<file path="src/rtl/tx_frame_sequencer_if.sv">
// Bit-path bundle between the frame sequencer, the PSDU serializer and the scrambler.
// A bit transfers on a cycle where BitValid && BitReady; BitValid never depends on BitReady.
interface tx_frame_sequencer_if #(
    parameter int LEN_WIDTH = 12
);
    logic                 Start;
    logic [LEN_WIDTH-1:0] Length;
    logic [7:0]           Ndbps;
    logic [6:0]           Seed;
    logic                 DataIn;
    logic                 BitReady;
    logic                 DataReq;
    logic                 BitOut;
    logic                 BitValid;
    logic                 ScrLoad;
    logic [6:0]           ScrSeed;
    logic                 TailZero;
    logic                 Busy;
    logic                 Done;

    modport master (
        input  Start, Length, Ndbps, Seed, DataIn, BitReady,
        output DataReq, BitOut, BitValid, ScrLoad, ScrSeed, TailZero, Busy, Done
    );

    modport slave (
        output Start, Length, Ndbps, Seed, DataIn, BitReady,
        input  DataReq, BitOut, BitValid, ScrLoad, ScrSeed, TailZero, Busy, Done
    );
endinterface

</file>
<file path="src/rtl/tx_frame_sequencer.sv">
// 802.11a transmit frame sequencer: SERVICE, PSDU, tail and pad bits toward the scrambler.
// StateDbg exposes the FSM state register.
module tx_frame_sequencer #(
    parameter int LEN_WIDTH = 12
) (
    input  logic                  Clock,
    input  logic                  Reset,
    tx_frame_sequencer_if.master  bus,
    output logic [2:0]            StateDbg
);
    typedef enum logic [2:0] {
        S_IDLE    = 3'd0,
        S_LOAD    = 3'd1,
        S_SERVICE = 3'd2,
        S_DATA    = 3'd3,
        S_TAIL    = 3'd4,
        S_PAD     = 3'd5,
        S_DONE    = 3'd6
    } state_e;

    localparam int SW = LEN_WIDTH + 3;

    state_e               state_q, state_d;
    logic [SW-1:0]        sec_q, sec_d, data_last;
    logic [7:0]           sym_q, sym_d, sym_inc;
    logic [LEN_WIDTH-1:0] len_q;
    logic [7:0]           ndbps_q;
    logic [6:0]           seed_q;
    logic                 busy_q, valid_q, load_q, tail_q, done_q, data_q;
    logic                 xfer, start_ok;

    assign xfer      = valid_q & bus.BitReady;
    assign start_ok  = bus.Start && (bus.Ndbps >= 8'd24);
    assign sym_inc   = (sym_q == ndbps_q - 8'd1) ? 8'd0 : sym_q + 8'd1;
    assign data_last = {len_q, 3'b000} - SW'(1);

    always_comb begin
        state_d = state_q;
        case (state_q)
            S_IDLE:    if (start_ok) state_d = S_LOAD;
            S_LOAD:    state_d = S_SERVICE;
            S_SERVICE: if (xfer && sec_q == SW'(15)) state_d = (len_q == '0) ? S_TAIL : S_DATA;
            S_DATA:    if (xfer && sec_q == data_last) state_d = S_TAIL;
            // Pad only if the tail did not land exactly on a symbol boundary.
            S_TAIL:    if (xfer && sec_q == SW'(5)) state_d = (sym_inc == 8'd0) ? S_DONE : S_PAD;
            S_PAD:     if (xfer && sym_inc == 8'd0) state_d = S_DONE;
            S_DONE:    state_d = S_IDLE;
            default:   state_d = S_IDLE;
        endcase

        sym_d = sym_q;
        if (state_q == S_LOAD) sym_d = 8'd0;
        else if (xfer)         sym_d = sym_inc;

        sec_d = sec_q;
        if (state_d != state_q) sec_d = '0;
        else if (xfer)          sec_d = sec_q + SW'(1);
    end

    // Output flags are registered from the next state so they track state_q exactly.
    always_ff @(posedge Clock or negedge Reset) begin
        if (!Reset) begin
            state_q <= S_IDLE;
            sec_q   <= '0;
            sym_q   <= '0;
            len_q   <= '0;
            ndbps_q <= '0;
            seed_q  <= '0;
            busy_q  <= 1'b0;
            valid_q <= 1'b0;
            load_q  <= 1'b0;
            tail_q  <= 1'b0;
            done_q  <= 1'b0;
            data_q  <= 1'b0;
        end else begin
            state_q <= state_d;
            sec_q   <= sec_d;
            sym_q   <= sym_d;
            if (state_q == S_IDLE && start_ok) begin
                len_q   <= bus.Length;
                ndbps_q <= bus.Ndbps;
                seed_q  <= (bus.Seed == 7'd0) ? 7'h7F : bus.Seed;
            end
            busy_q  <= (state_d != S_IDLE);
            valid_q <= (state_d == S_SERVICE) || (state_d == S_DATA) ||
                       (state_d == S_TAIL)    || (state_d == S_PAD);
            load_q  <= (state_d == S_LOAD);
            tail_q  <= (state_d == S_TAIL);
            done_q  <= (state_d == S_DONE);
            data_q  <= (state_d == S_DATA);
        end
    end

    assign bus.BitOut   = data_q & bus.DataIn;
    assign bus.DataReq  = data_q & bus.BitReady;
    assign bus.BitValid = valid_q;
    assign bus.ScrLoad  = load_q;
    assign bus.ScrSeed  = seed_q;
    assign bus.TailZero = tail_q;
    assign bus.Busy     = busy_q;
    assign bus.Done     = done_q;
    assign StateDbg     = state_q;
endmodule

</file>
<file path="src/flat_wrapper.sv">
// flat-port wrapper written by rule: the top's interface ports become plain ports
module tx_frame_sequencer_flat 
#(
    parameter int LEN_WIDTH = 12
)
  (Clock, Reset, StateDbg, bus_Start, bus_Length, bus_Ndbps, bus_Seed, bus_DataIn, bus_BitReady, bus_DataReq, bus_BitOut, bus_BitValid, bus_ScrLoad, bus_ScrSeed, bus_TailZero, bus_Busy, bus_Done);
  tx_frame_sequencer_if #(.LEN_WIDTH(LEN_WIDTH)) bus_i ();
  input  logic Clock;
  input  logic Reset;
  output logic [2:0] StateDbg;
  input wire logic [$bits(bus_i.Start)-1:0] bus_Start;
  input wire logic [$bits(bus_i.Length)-1:0] bus_Length;
  input wire logic [$bits(bus_i.Ndbps)-1:0] bus_Ndbps;
  input wire logic [$bits(bus_i.Seed)-1:0] bus_Seed;
  input wire logic [$bits(bus_i.DataIn)-1:0] bus_DataIn;
  input wire logic [$bits(bus_i.BitReady)-1:0] bus_BitReady;
  output wire logic [$bits(bus_i.DataReq)-1:0] bus_DataReq;
  output wire logic [$bits(bus_i.BitOut)-1:0] bus_BitOut;
  output wire logic [$bits(bus_i.BitValid)-1:0] bus_BitValid;
  output wire logic [$bits(bus_i.ScrLoad)-1:0] bus_ScrLoad;
  output wire logic [$bits(bus_i.ScrSeed)-1:0] bus_ScrSeed;
  output wire logic [$bits(bus_i.TailZero)-1:0] bus_TailZero;
  output wire logic [$bits(bus_i.Busy)-1:0] bus_Busy;
  output wire logic [$bits(bus_i.Done)-1:0] bus_Done;
  assign bus_i.Start = bus_Start;
  assign bus_i.Length = bus_Length;
  assign bus_i.Ndbps = bus_Ndbps;
  assign bus_i.Seed = bus_Seed;
  assign bus_i.DataIn = bus_DataIn;
  assign bus_i.BitReady = bus_BitReady;
  assign bus_DataReq = bus_i.DataReq;
  assign bus_BitOut = bus_i.BitOut;
  assign bus_BitValid = bus_i.BitValid;
  assign bus_ScrLoad = bus_i.ScrLoad;
  assign bus_ScrSeed = bus_i.ScrSeed;
  assign bus_TailZero = bus_i.TailZero;
  assign bus_Busy = bus_i.Busy;
  assign bus_Done = bus_i.Done;
  tx_frame_sequencer #(.LEN_WIDTH(LEN_WIDTH)) u_core (.Clock(Clock), .Reset(Reset), .bus(bus_i), .StateDbg(StateDbg));
endmodule
</file>
<file path="config.mk">
export PLATFORM = sky130hd
export DESIGN_NAME = tx_frame_sequencer_flat
export DESIGN_NICKNAME = d
export VERILOG_FILES = /design/src/rtl/tx_frame_sequencer_if.sv /design/src/rtl/tx_frame_sequencer.sv /design/src/flat_wrapper.sv
export SDC_FILE = /design/constraint.sdc
export NUM_CORES = 1
export LEC_CHECK = 0
export ABC_AREA = 1
export BUFFER_PORTS_ARGS = -buffer_cell sky130_fd_sc_hd__buf_2
export CORE_MARGIN = 2
export CORE_UTILIZATION = 50
export CTS_BUF_LIST = sky130_fd_sc_hd__clkbuf_8
export CTS_CLUSTER_DIAMETER = 150
export DETAILED_ROUTE_END_ITERATION = 10
export PLACE_DENSITY = 0.71
export SLEW_MARGIN = 5
export SYNTH_ARGS = -nofsm -noshare
export SYNTH_HDL_FRONTEND = slang
export SYNTH_SLANG_ARGS = --single-unit
</file>
<file path="constraint.sdc">
create_clock -name Clock -period 5.4 [get_ports Clock]
set_input_delay 0.54 -clock Clock [delete_from_list [all_inputs] [get_ports Clock]]
set_output_delay 0.54 -clock Clock [all_outputs]
set_load 0.05 [all_outputs]
</file>
==> results of run 1 <==
-- power breakdown --
part	internal [uW]	switching (uW)
sequential	571	127
combinational	302	690
clock	268	186
total	1140	1000
-- sequential cells by signal, indices dropped and copies added (netlist names) --
register / cells
u_core.ndbps_q: 8
u_core.sec_q: 15
u_core.bus.Busy: 1
u_core.len_q: 12
u_core.bus.Done: 1
u_core.bus.BitValid: 1
u_core.sym_q: 8
u_core.bus.TailZero: 1
u_core.bus.ScrSeed: 7
u_core.bus.ScrLoad: 1
u_core.StateDbg: 3
u_core.data_q: 1
-- critical path, cell delays in order, from the launching register on --
cell and delay (ns):
dfrtp_1 0.41, inv_2 0.11, ha_1 0.23, nand2_2 0.09, nor2_2 0.13, nand2_1 0.09, nand2_1 0.09, nand3_1 0.08
nand2_1 0.08, nor2_2 0.04, nand2_2 0.19, o21ai_0 0.13, nand2_1 0.08, inv_1 0.06, nand2_1 0.05, nand2_1 0.05
nand2_1 0.08, nand3_2 0.11, nand2_1 0.12, nand3_4 0.22, nor2_1 0.16
-- per-layer routing --
metal  vias to the layer above  track usage (%)  wire length (um)
li1                       1720                -                 -
met5                         -                0                 0
met1                      1547             30.6              3960
met4                         0             9.77               172
met3                        14             4.06               341
met2                        70             37.0              3640
-- per-stage QoR --
stage / hold WS, ns / std cells / cell area, sq um / util, % / setup WS [ns]
after floorplan: 0.244 / 505 / 3640 / - / 3.09
after global placement: 0.462 / 645 / 3960 / 55.4 / 2.72
after detailed placement: 0.462 / 645 / 3960 / 55.4 / 2.73
after CTS: 0.374 / 660 / 4170 / 58.5 / 2.73
after global routing: 0.396 / 660 / 4170 / 58.5 / 2.35
final: 0.308 / 660 / 4170 / 58.5 / 2.72
-- final timing paths --
path / start / to / slack [ns] / cells past startpoint
worst max register to register: u_core.ndbps_q[0] / u_core.sec_q[1] / 2.72 / 20
min in group Clock: bus_Length[8] / u_core.len_q[8] / 0.39 / 3
worst min-delay path: Reset / u_core.sym_q[5] / 0.31 / 2
worst max-delay path: u_core.ndbps_q[0] / u_core.sec_q[1] / 2.72 / 20
worst min register to register: u_core.bus.ScrSeed[6] / u_core.bus.ScrSeed[6] / 0.47 / 2
max in group asynchronous: Reset / u_core.bus.ScrLoad / 4.56 / 2
-- cells in the mapped netlist, types with 2 or more instances --
cell type	count
nor3_1	2
o31ai_1	2
ha_1	5
xor2_1	17
nor2_1	41
nand2_1	158
o22ai_1	8
nand2_2	3
nand3_1	38
nor4_1	4
nand3_2	2
nand4_1	14
o21ai_0	30
nor2_2	15
a21oi_1	5
xnor2_1	8
clkbuf_1	5
dfrtp_1	59
inv_2	4
inv_1	68
-- layout by cell type (no fill, tap or decap), types with 2 or more instances in the layout --
cell type  instances
nand2_1          158
inv_1             68
dfrtp_1           59
buf_2             48
nor2_1            41
nand3_1           38
o21ai_0           30
xor2_1            17
nor2_2            15
nand4_1           14
clkbuf_8          10
xnor2_1            8
o22ai_1            8
a21oi_1            5
ha_1               5
inv_2              4
nor4_1             4
nand2_2            3
nand3_2            2
nor3_1             2
o31ai_1            2
bufinv_16          2
clkinv_2           2
-- kinds of logic (layout without fill, tap and decap cells) --
group / after synthesis / in the layout
buffers and inverters: 81 / 137
AOI/OAI and AO/OA: 52 / 52
DFF: 59 / 59
adders and majority gates: 5 / 5
xor gates and xnor gates: 25 / 25
and+or+nand+nor: 283 / 283
-- cell type report --
cell class | count | area, sq um
clock buffer | 10 | 138
inverter | 73 | 274
fill | 708 | 2970
multi-input combinational | 365 | 1830
clock inverter | 5 | 77.6
timing repair buffer | 49 | 248
sequential | 59 | 1480
tap | 99 | 124
==> flow_summary.yaml, run 1 <==
worst_setup_path:
  path_max_fanout: 15
  arrival_ns: 2.95
  cp-start-kind: "flip-flop"
  path_class: "reg2reg"
  worstSetupEndpointType: "flip-flop"
  cp.required_ns: 5.67
yosys:
  synth_area_per_cell_sq_um: 7.21
  synth_area_leaders: "dfrtp_1 41%, nand2_1 16%, inv_1 7.0%, nand3_1 5.2%, nor2_1 4.2%"
  async_flop_share_pct: 100
  ys_types: 37
  synth-simple-area-share_pct: 34.5
  synth_adder_area_share_pct: 1.72
  synth_top_area_cell: "dfrtp_1"
  synth_top_cell_area_share_pct: 40.6
  yosysWarningCount: 0
  synth_nets: 542
  synth_edf_count: 0
  yosys.area_share.xor_xnor_pct: 6.02
  ys_seq_area_share_pct: 40.6
  synth-main-ff-cell: "dfrtp_1"
  netlist_area_sq_um: 3640
  ys_seq_elements: 59
  synth_top_family_by_area: "simple AND/OR/NAND/NOR gates"
  synth_mux_area_share_pct: 0
  synthCells: 505
  synth-compound-area-share_pct: 8.11
pwr:
  peakVddDrop_v: 0.000329
  total_power_uw: 2140
  p_per_area_nw_per_um2: 514
  leakage_uw: 0.00220
placement:
  routabilityCongestion: 0.884
  io_buffers: 48
  dpl.hpwl_um: 5830
global_route:
  antenna_found_initial: 0
  grt_pass1_wl_um: 14300
  grt-ovfl-total: 0
  groute.usage.overall_pct: 23.0
  grt_pass1_vias: 3200
  grt_max_degree: 60
layout:
  final_nets: 594
  antenna_cells: 0
  drive_gt1_share_pct: 16.6
  syn_to_final_growth_pct: 14.6
run_status:
  outcome: "finished clean"
worst_hold_path:
  hp-class: "in2async"
clock_tree:
  clk_pin_slew_ns: 0.08
  cts_resized: 0
  root_buffer: "clkbuf_8"
  numCtsBuffers: 9
  cts_buffer_depth: 2
  cts_tree: "built"
  h-tree-depth: 3
  cts_num_sinks: 59
  clk_latency_ns: 0.35
  ctsHoldBuffers: 0
  postCtsSetupBuffers: 0
timing:
  tns_ns: 0
  post-route-period-util_pct: 49.7
  setup_viol: 0
  period_needed_ns: 2.68
  rsz0062_at_grt: "false"
  max-slew-margin-rel_pct: 46.4
  maxSlewViolCount: 0
  fmax_mhz: 373
  tightest_slew_ns: 0.801
  hold_viol_final: 0
  fin_skew_ns: 0.0143
die:
  ios: 49
  core_area_sq_um: 7140
  die_h_um: 89.3
  dieArea_sq_um: 7980
  initial_core_util_pct: 51.0
  rows: 31
  die_w_um: 89.3
routing:
  drtIter0Drc: 218
  remaining_drc_errors: 0
  drtAntennaViolNets: 0
  vias: 3351
  drt-pass1-iter-count: 4
  routedWlPerCell_um: 12.3
  vias_per_cell: 5.08
  wl_um: 8110
flow_run:
  cap_violations: 0
No activity file was read; power rests on OpenSTA's default activity.
==> inputs of run 2 (changes only) <==
Settings changed: PLACE_DENSITY 0.71 to 0.74.
Clock period 5.4 ns to 2.2 ns, I/O delays scaled along.
==> run 2 against run 1 <==
The run now ends with setup timing left; clock power increased by 150%; first-iteration DRC count decreased by 17%; clock skew decreased by 0.0074 ns; critical endpoint is now u_core.sec_q[0]; hold slack got worse by 0.24 ns; fmax increased by 5.5%.
==> flow_summary.yaml, run 2 (synthesis results as in run 1) <==
timing:
  max-slew-margin-rel_pct: 50.9
  fmax_mhz: 393
  fin_ws_ns: -0.343
  hold_viol_final: 0
  tightest_slew_ns: 0.736
  setup_viol: 21
  tns_ns: -5.63
  maxSlewViolCount: 0
  rsz0062_at_grt: "true"
  period_needed_ns: 2.54
  fin_skew_ns: 0.00684
  post-route-period-util_pct: 116
worst_hold_path:
  hp-class: "in2reg"
  whs_path_depth: 3
clock_tree:
  clk_latency_ns: 0.34
  h-tree-depth: 3
  clk_pin_slew_ns: 0.07
  numCtsBuffers: 9
  root_buffer: "clkbuf_8"
  cts_buffer_depth: 2
  cts_tree: "built"
  cts_num_sinks: 59
layout:
  drive_gt1_share_pct: 32.1
  largest_reg_flops: 15
  largest-register: "u_core.sec_q"
  final_nets: 661
  syn_to_final_growth_pct: 35.2
  reg.largest.list: "u_core.sec_q: 15 flops, u_core.len_q: 12 flops"
  stdcell_count: 728
  final_cell_mix: "145 x nand2_1, 61 x inv_1, 59 x buf_4"
  fillerInstances: 589
  antenna_cells: 0
  mostFrequentLayoutCell: "nand2_1"
  final_cell_area_sq_um: 4920
pwr:
  leakage_uw: 0.00258
  p_per_area_nw_per_um2: 1300
  peakVddDrop_v: 0.000774
  total_power_uw: 6390
routing:
  vias_per_cell: 5.11
  met3WireLength_um: 492
  drtIter0Drc: 181
  m1WireLength_um: 4240
  drtAntennaViolNets: 0
  remaining_drc_errors: 0
  vias: 3721
  wl_um: 9880
  wl_met2_um: 4900
  drt-pass1-iter-count: 4
  top_layer_used: "met4"
  routedWlPerCell_um: 13.6
worst_setup_path:
  cp.depth: 19
  critPathMaxStageDelay_ns: 0.36
  slowest_stage: "dfrtp_1"
  cp-start-kind: "flip-flop"
  reg2reg_slack_ns: -0.34
  crit_top_cell: "nand2_1"
  crit_family: "simple AND/OR/NAND/NOR gates"
  path_class: "reg2reg"
  critPathBufInv: 4
  arrival_ns: 2.82
  rr_worst_depth: 19
  cp_cell_sequence: "inv_2 > ha_4 > inv_2 > nand2_1 > nand2_1 > nor2_1 > nand2_1 > nor2_1 > nand2_1 > nor2_2 > nand2_4 > o21ai_2 > nand2_1 > inv_2 > nand4_1 > nand4_1 > buf_6 > nand3_4 > nor2_2"
  worstSetupEndpointType: "flip-flop"
  path_max_fanout: 8
  cp.required_ns: 2.47
die:
  core_area_sq_um: 7140
  dieArea_sq_um: 7980
  initial_core_util_pct: 51.0
  die_w_um: 89.3
  ios: 49
  rows: 31
  die_h_um: 89.3
global_route:
  grt_pass1_vias: 3488
  antenna_found_initial: 0
  grt_max_degree: 31
  grt_pass1_wl_um: 15700
  groute.usage.overall_pct: 25.6
  grt-ovfl-total: 0
run_status:
  violations: "setup timing"
  outcome: "finished with violations"
placement:
  io_buffers: 48
  postPlaceCellArea_sq_um: 4360
  place_inst: 695
  dpl.hpwl_um: 6650
  routabilityCongestion: 0.911
flow_run:
  cap_violations: 0
## run 2: final cells by class
type / instances / area [sq um] / share of cell area, %
Clock buffer: 10 / 138 / 2.80
Clock inverter: 6 / 88.8 / 1.81
Inverter: 73 / 274 / 5.57
Multi-Input combinational cell: 366 / 2040 / 41.4
Sequential cell: 59 / 1480 / 30.0
Tap cell: 99 / 124 / 2.52
Timing Repair Buffer: 115 / 781 / 15.9
## run 2: worst reg2reg max path, delay by kind of cell, from the launching register on
kind                     cells  cell delay (ns)
buffers and inverters        4             0.32
AO/OA/AOI/OAI                1             0.09
flip-flops                   1             0.36
AND/OR/NAND/NOR             13             1.44
adder cells (fa/ha/maj)      1             0.27
## run 2: what timing repair did
action / CTS / global route
hold endpoints to repair: 29 / 0
gates cloned: 1 / 0
gates resized for setup: 30 / 32
setup endpoints to repair: 19 / 22
pin swaps: 14 / 25
buffers inserted: 16 / 1
hold buffers: 1 / 0
## run 2: worst paths after layout
kind                                            start               endpoint
worst min-delay path                    bus_Length[9]        u_core.len_q[9]
min in group asynchronous                       Reset        u_core.sym_q[0]
worst max register to register      u_core.ndbps_q[1]        u_core.sec_q[0]
max in group asynchronous                       Reset       u_core.len_q[11]
worst max-delay path                u_core.ndbps_q[1]        u_core.sec_q[0]
worst min register to register  u_core.bus.ScrSeed[6]  u_core.bus.ScrSeed[6]
## run 2: through the flow
step / hold slack (ns) / setup slack, ns / util (%)
floorplan: -0.0756 / -0.0794 / -
global placement: 0.305 / -0.143 / 61.1
detailed placement: 0.315 / -0.226 / 61.1
CTS: 0.0535 / -0.176 / 67.2
global route: 0.0796 / -0.523 / 69.0
finish: 0.0655 / -0.343 / 69.0
## run 2: power breakdown
| part | total (uW) | switching, uW | internal [uW] |
|---|---|---|---|
| Sequential | 1650 | 248 | 1400 |
| Combinational | 3610 | 2210 | 1400 |
| Clock | 1130 | 464 | 668 |
| Total | 6390 | 2920 | 3470 |
## run 2: routing by layer
layer | global-route usage [%] | up-vias
met1 | 31.1 | 1705
met4 | 9.77 | 0
li1 | - | 1851
met2 | 44.2 | 133
met5 | 0 | -
met3 | 6.00 | 32
